`src/rtl/data_register_bank.sv`:
```
`default_nettype none
// ============================================================================
// Module      : data_register_bank
// Description : Eight-entry register file feeding the Data_Register_Module
//               read multiplexer. Accepts single-cycle addressed writes and
//               runs a sequenced bank clear (one register per cycle) during
//               which writes are rejected. A per-register valid bitmap marks
//               registers written since the last reset or clear.
//
// Ports       : clk            - clock, rising-edge
//               rst_n          - asynchronous active-low reset
//               Datain         - write data (WIDTH)
//               Datain_address - write target register (3 bits)
//               Enable_in      - write request
//               Clear_req      - bank-clear request
//               out_000..111   - registered contents of registers 0..7
//               Valid          - bit k set: register k written since clear
//               Busy           - high while the clear sequence runs
//               Write_ack      - one-cycle pulse, write accepted
//               Write_err      - one-cycle pulse, write rejected
//
// Revision    : 1.0 - initial release
// ============================================================================
module data_register_bank #(
    parameter int               WIDTH       = 8,
    parameter logic [WIDTH-1:0] CLEAR_VALUE = '0
) (
    input  logic             clk,
    input  logic             rst_n,
    input  logic [WIDTH-1:0] Datain,
    input  logic [2:0]       Datain_address,
    input  logic             Enable_in,
    input  logic             Clear_req,
    output logic [WIDTH-1:0] out_000,
    output logic [WIDTH-1:0] out_001,
    output logic [WIDTH-1:0] out_010,
    output logic [WIDTH-1:0] out_011,
    output logic [WIDTH-1:0] out_100,
    output logic [WIDTH-1:0] out_101,
    output logic [WIDTH-1:0] out_110,
    output logic [WIDTH-1:0] out_111,
    output logic [7:0]       Valid,
    output logic             Busy,
    output logic             Write_ack,
    output logic             Write_err
);

    localparam logic [2:0] c_LAST_PTR = 3'd7;

    typedef enum logic [0:0] {
        S_IDLE  = 1'b0,
        S_CLEAR = 1'b1
    } state_t;

    state_t           r_state;
    logic [2:0]       r_ptr;
    logic [WIDTH-1:0] r_regs [8];
    logic [7:0]       r_valid;
    logic             r_busy;
    logic             r_ack;
    logic             r_err;

    always_ff @(posedge clk or negedge rst_n) begin
        if (!rst_n) begin
            r_state <= S_IDLE;
            r_ptr   <= 3'd0;
            r_valid <= 8'h00;
            r_busy  <= 1'b0;
            r_ack   <= 1'b0;
            r_err   <= 1'b0;
            for (int i = 0; i < 8; i++) begin
                r_regs[i] <= CLEAR_VALUE;
            end
        end else begin
            // Handshake flags are single-cycle pulses by default.
            r_ack <= 1'b0;
            r_err <= 1'b0;
            case (r_state)
                S_IDLE: begin
                    if (Clear_req) begin
                        // Clear wins over a coincident write; the write is dropped.
                        r_state <= S_CLEAR;
                        r_ptr   <= 3'd0;
                        r_busy  <= 1'b1;
                        r_err   <= Enable_in;
                    end else if (Enable_in) begin
                        r_regs[Datain_address]  <= Datain;
                        r_valid[Datain_address] <= 1'b1;
                        r_ack                   <= 1'b1;
                    end
                end
                S_CLEAR: begin
                    // One register per edge; further clear requests are ignored.
                    r_regs[r_ptr]  <= CLEAR_VALUE;
                    r_valid[r_ptr] <= 1'b0;
                    r_ptr          <= r_ptr + 3'd1;
                    r_err          <= Enable_in;
                    if (r_ptr == c_LAST_PTR) begin
                        r_state <= S_IDLE;
                        r_busy  <= 1'b0;
                    end
                end
                default: begin
                    r_state <= S_IDLE;
                    r_busy  <= 1'b0;
                end
            endcase
        end
    end

    assign out_000   = r_regs[0];
    assign out_001   = r_regs[1];
    assign out_010   = r_regs[2];
    assign out_011   = r_regs[3];
    assign out_100   = r_regs[4];
    assign out_101   = r_regs[5];
    assign out_110   = r_regs[6];
    assign out_111   = r_regs[7];
    assign Valid     = r_valid;
    assign Busy      = r_busy;
    assign Write_ack = r_ack;
    assign Write_err = r_err;

endmodule
`default_nettype wire

```
`config.mk`:
```
export PLATFORM = sky130hd
export DESIGN_NAME = data_register_bank
export DESIGN_NICKNAME = d
export VERILOG_FILES = /design/src/rtl/data_register_bank.sv
export SDC_FILE = /design/constraint.sdc
export NUM_CORES = 1
export LEC_CHECK = 0
export CORE_ASPECT_RATIO = 0.75
export CORE_MARGIN = 2
export CORE_UTILIZATION = 52
export DETAILED_ROUTE_END_ITERATION = 10
export PLACE_DENSITY = 0.83
export SLEW_MARGIN = 0
export SYNTH_ARGS = -nofsm -noshare
export SYNTH_HDL_FRONTEND = slang
export SYNTH_SLANG_ARGS = --single-unit
```
`constraint.sdc`:
```
create_clock -name clk -period 3.1 [get_ports clk]
set_clock_uncertainty 0.15 [all_clocks]
set_input_delay 0.93 -clock clk [delete_from_list [all_inputs] [get_ports clk]]
set_output_delay 0.93 -clock clk [all_outputs]
set_load 0.005 [all_outputs]
```
; After elaboration in Yosys (flattened, before gate mapping)
; Cells that the tools add are included.
[classes]
muxes = 28
n_reduce_logical = 6
add_sub_neg = 1
eq_ne = 5
bitwise = 8
n_lt_le_gt_ge = 8
[ops]
columns = op, n
row1 = 2-to-1 mux 64 bit, 2
row2 = case mux 64 bit (2 select lines), 1
row3 = AND 64 bit, 1
row4 = bitwise mux 64 bit, 1
row5 = inverter 64 bit, 1
row6 = demux 8 bit (select 3 bit), 2
row7 = 2-to-1 mux 8 bit, 4
row8 = case mux 8 bit (2 select lines), 1
row9 = 2-to-1 mux 1 bit, 10
row10 = AND 8 bit, 1
row11 = "greater-or-equal comparator 4 bit, second input constant", 2
row12 = "less-than comparator 3 x 4 -> 1 bit, second input constant", 2
row13 = "less-than comparator 4 x 1 -> 1 bit, second input constant", 2
row14 = inverter 3 -> 4 bit, 2
row15 = inverter 8 bit, 1
row16 = bitwise OR 8 bit, 1
row17 = demux 1 bit (select 3 bit), 2
row18 = "greater-or-equal comparator 3 x 1 -> 1 bit, second input constant", 2
row19 = "inequality test 2 bit, second input constant", 3
row20 = case mux 1 bit (2 select lines), 3
row21 = case mux 3 bit (2 select lines), 1
row22 = logical AND 1 bit, 4
row23 = AND reduction 2 bit, 2
row24 = "adder 3 x 1 -> 3 bit, second input constant", 1
row25 = other kinds (4), 4
[totals]
out_inout_bits = 75
input_bits = 15
reg_bits = 79

; Depth between registers and ports, before layout
[logic_depth]
ltp_word = 9
ltp_mapped = 5
depth_no_buf = 3

; Worst setup path before layout
; Ideal clock, no wire load.
[synth_path]
kind = input -> register
from = in Clear_req
to = reg r_regs, in the netlist out_101[0]
slack_ns = 0.955
setup_time_ns = 0.079
t_arrival_ns = 1.915
stages = 5
path_buffers = 2
cell_sequence = or3b_1 -> buf_2 -> nor3_2 -> buf_6 -> mux2i_1
[synth_via]
elab_chain_len = 2
[synth_rtl]
columns = element, line
row1 = "start, declared", 33  ; input logic Clear_req,
row2 = inequality test 2 bit (no line), n/a
row3 = AND reduction 2 bit (no line), n/a
row4 = "end signal, assigned by index", 87  ; r_regs[Datain_address] <= Datain;
row5 = "end, declared", 57  ; logic [WIDTH-1:0] r_regs [8];
; Every way passes these cells.
; A chain may end at the register's enable or synchronous reset.

; Worst setup path after layout
[layout_path]
from = in Datain_address[0]
to = reg r_regs, in the netlist out_011[0]
[layout_via]
elab_chain_len = 9
[layout_rtl]
columns = element, line
row1 = "start, declared", 31  ; input logic [2:0] Datain_address,
row2 = inverter 3 -> 4 bit (implied by the code) *, 87
row3 = greater-or-equal comparator 4 bit (implied by the code) or less-than comparator 4 x 1 -> 1 bit (tied branches), 87
row4 = logical AND 1 bit (implied by the code), 87
row5 = 2-to-1 mux 8 bit (implied by the code), 87
row6 = demux 8 bit (select 3 bit) *, 87
row7 = bitwise mux 64 bit *, 87
row8 = 2-to-1 mux 64 bit *, 86  ; end else if (Enable_in) begin
row9 = 2-to-1 mux 64 bit *, 80  ; if (Clear_req) begin
row10 = case mux 64 bit (2 select lines) *, 78  ; case (r_state)
; Every way passes the cells marked *; elsewhere a longest branch is shown, timed or not. The select of a mux whose other input is x is not followed.

==> impl_metrics.ini <==
[synthesis]
yosysTopAreaCell = dfrtp_1
synth.distinct_cells = 29
ys_top_cells_by_area = dfrtp_1 (60%), mux2i_1 (19%), nand2_1 (7.8%)
synth_seq_area_share_pct = 59.5
synthFlopType = dfrtp_1
synth_area_per_cell_um2 = 12.1
ys.warnings.count = 0
synth_top_area_share_pct = 59.5
synth_edf_count = 0
syn_nets = 292
async_reset_ff_share_pct = 100
ys_ff_latch = 79
synthCells = 274
syn_area_um2 = 3320

[detailed_routing]
totalWireLength_um = 7900
wire_per_inst_um = 17.5
drtIter0Drc = 134
route.vias.total = 2376
drcViolationCount = 0
detail-route-antenna-nets = 0
dr.pass1.iters = 4
vias_per_cell = 5.27

[cells_and_area]
layout-drive-gt1-share_pct = 7.84
final_util_pct = 73.5
syn_to_final_growth_pct = 37.7
layout_commonest_cell = clkdlybuf4s50_1
final_cell_mix = clkdlybuf4s50_1 (88), dfrtp_1 (79), nand2_1 (69), mux2i_1 (64)
nets = 383
n_antenna_cell = 0
final_cell_area_um2 = 4570

[placed_design]
numPortBuffers = 89
hpwl_um = 5350
place_area_um2 = 4280
gp_congestion = 0.776

[timing]
finalHoldViolCount = 0
worst_slew_pin_slew_ns = 0.528
fmax_mhz = 406
rsz0062_at_grt = no
setup_violations = 0
period_share_pct = 79.4
max_slew_margin_pct = 64.7
setup_tns_ns = 0
final_max_slew_viol_count = 0
fin_crit_ns = 2.46

[floorplanning]
num_rows = 25
die_h_um = 73.2
initial_core_util_pct = 53.3
die_area_um2 = 7050
core-area_um2 = 6220
die_w_um = 96.3
io_pins = 90

[global_routing]
grt.overflow.total = 0
grt_pass1_wl_um = 12700
grt_usage_pct = 24.7
grt_pass1_vias = 2406
grt_max_degree = 52
antenna_found_initial = 0

[clocking]
root_buffer = clkbuf_8
cts_tree = done
numCtsBuffers = 9
numClockSinks = 79
clkLatencyLatePin_ns = 0.35
htree_levels = 3
clock_path_buffers = 2
path_clk_slew_ns = 0.08
cts_setup_buffers = 0
post_cts_resized = 0
cts_hold_buffers = 0

[setup_path]
required_ns = 3.21
path_cells = clkdlybuf4s50_1, or3b_1, nor2_4, mux2i_1
worstSetupPathType = in -> reg
reg2regPathDepth = 3
startpoint_type = primary input
path_max_fanout = 9
end_kind = flop
arrival_ns = 2.57
slowest_stage = clkdlybuf4s50_1
cpPeakStageDelay_ns = 0.50

[min_path]
hold_class = reg -> reg
worstHoldPathCells = 1

[status]
run_status = finished clean

[power_and_ir_drop]
p_leak_uw = 0.00210
irDropWorstVdd_mv = 0.579
powerDensity_nw_per_um2 = 823

[run]
cap_violations = 0
[critical path: cells and delay by family]
| kind | cells | cell delay, ns |
|---|---|---|
| AND/OR/NAND/NOR | 2 | 0.85 |
| buffers and inverters | 1 | 0.50 |
| multiplexers | 1 | 0.30 |
[routing by layer]
metal / share of wire [%] / up-vias / track usage, %
met5: 0 / - / 0
met4: 1.4 / 0 / 9.84
met3: 6.7 / 9 / 6.82
met2: 46 / 84 / 37.3
met1: 46 / 1180 / 34.2
li1: - / 1103 / -
[area by class of cell]
cell class / instances / area (um2)
clock buffers: 9 / 124
flip-flops and latches: 79 / 1980
repair buffers: 94 / 938
clock inverters: 7 / 168
inverters: 9 / 33.8
multi-input cells: 172 / 1230
fillers: 445 / 1650
well taps: 81 / 101
[sequential cells by signal, summed over array words and instances, names as in the netlist]
signal	count
out_101	8
out_110	8
out_010	8
r_state	1
out_111	8
Write_err	1
Busy	1
out_011	8
out_100	8
Valid	8
r_ptr	3
Write_ack	1
out_000	8
out_001	8
[cells by family (layout without fill, tap and decap cells)]
| family | count (synthesis) | count (layout) | synth area share, % |
|---|---|---|---|
| AOI/OAI and AO/OA | 10 | 10 | 2.22 |
| buffers and inverters | 23 | 119 | 3.39 |
| muxes | 65 | 65 | 19.6 |
| adders and majority gates | 3 | 3 | 1.13 |
| DFF | 79 | 79 | 59.5 |
| and+or+nand+nor | 94 | 94 | 14.1 |
[where the power goes]
group	total [uW]	switching, uW	internal (uW)
sequential	1550	234	1320
clock	1100	394	702
combinational	1120	454	663
total	3760	1080	2680
[per-stage QoR]
| step | cells | hold slack, ns | setup slack (ns) | power, uW |
|---|---|---|---|---|
| after CTS | 451 | 0.335 | 0.629 | 3780 |
| after detailed placement | 435 | 0.317 | 0.290 | 2680 |
| after global routing | 451 | 0.350 | 0.606 | 3980 |
| after global placement | 435 | 0.308 | 0.383 | 2630 |
| after floorplan | 274 | 0.321 | 0.955 | 1990 |
| final | 451 | 0.327 | 0.639 | 3760 |
[cell usage after synthesis (3+ instances only)]
library cell and number:
nand4bb_1 3, inv_1 9, clkbuf_1 5, nand2_1 69, mux2i_1 64, ha_1 3
nand4b_1 3, dfrtp_1 79, buf_2 3, nor2_4 4, a21o_1 6
[path summary, 6_finish.rpt]
| path | start | endpoint | slack, ns |
|---|---|---|---|
| worst min register to register | Valid[6]$_DFFE_PN0P_ | Valid[6]$_DFFE_PN0P_ | 0.33 |
| worst max register to register | r_state$_DFF_PN0_ | out_011[0]$_DFFE_PN0P_ | 1.09 |
| max in group asynchronous | rst_n | out_100[2]$_DFFE_PN0P_ | 1.86 |
| worst max-delay path | Datain_address[0] | out_011[0]$_DFFE_PN0P_ | 0.64 |
| min in group asynchronous | rst_n | out_101[6]$_DFFE_PN0P_ | 0.34 |
| worst min-delay path | Valid[6]$_DFFE_PN0P_ | Valid[6]$_DFFE_PN0P_ | 0.33 |
Note: power is estimated with default switching activity, not from simulation.
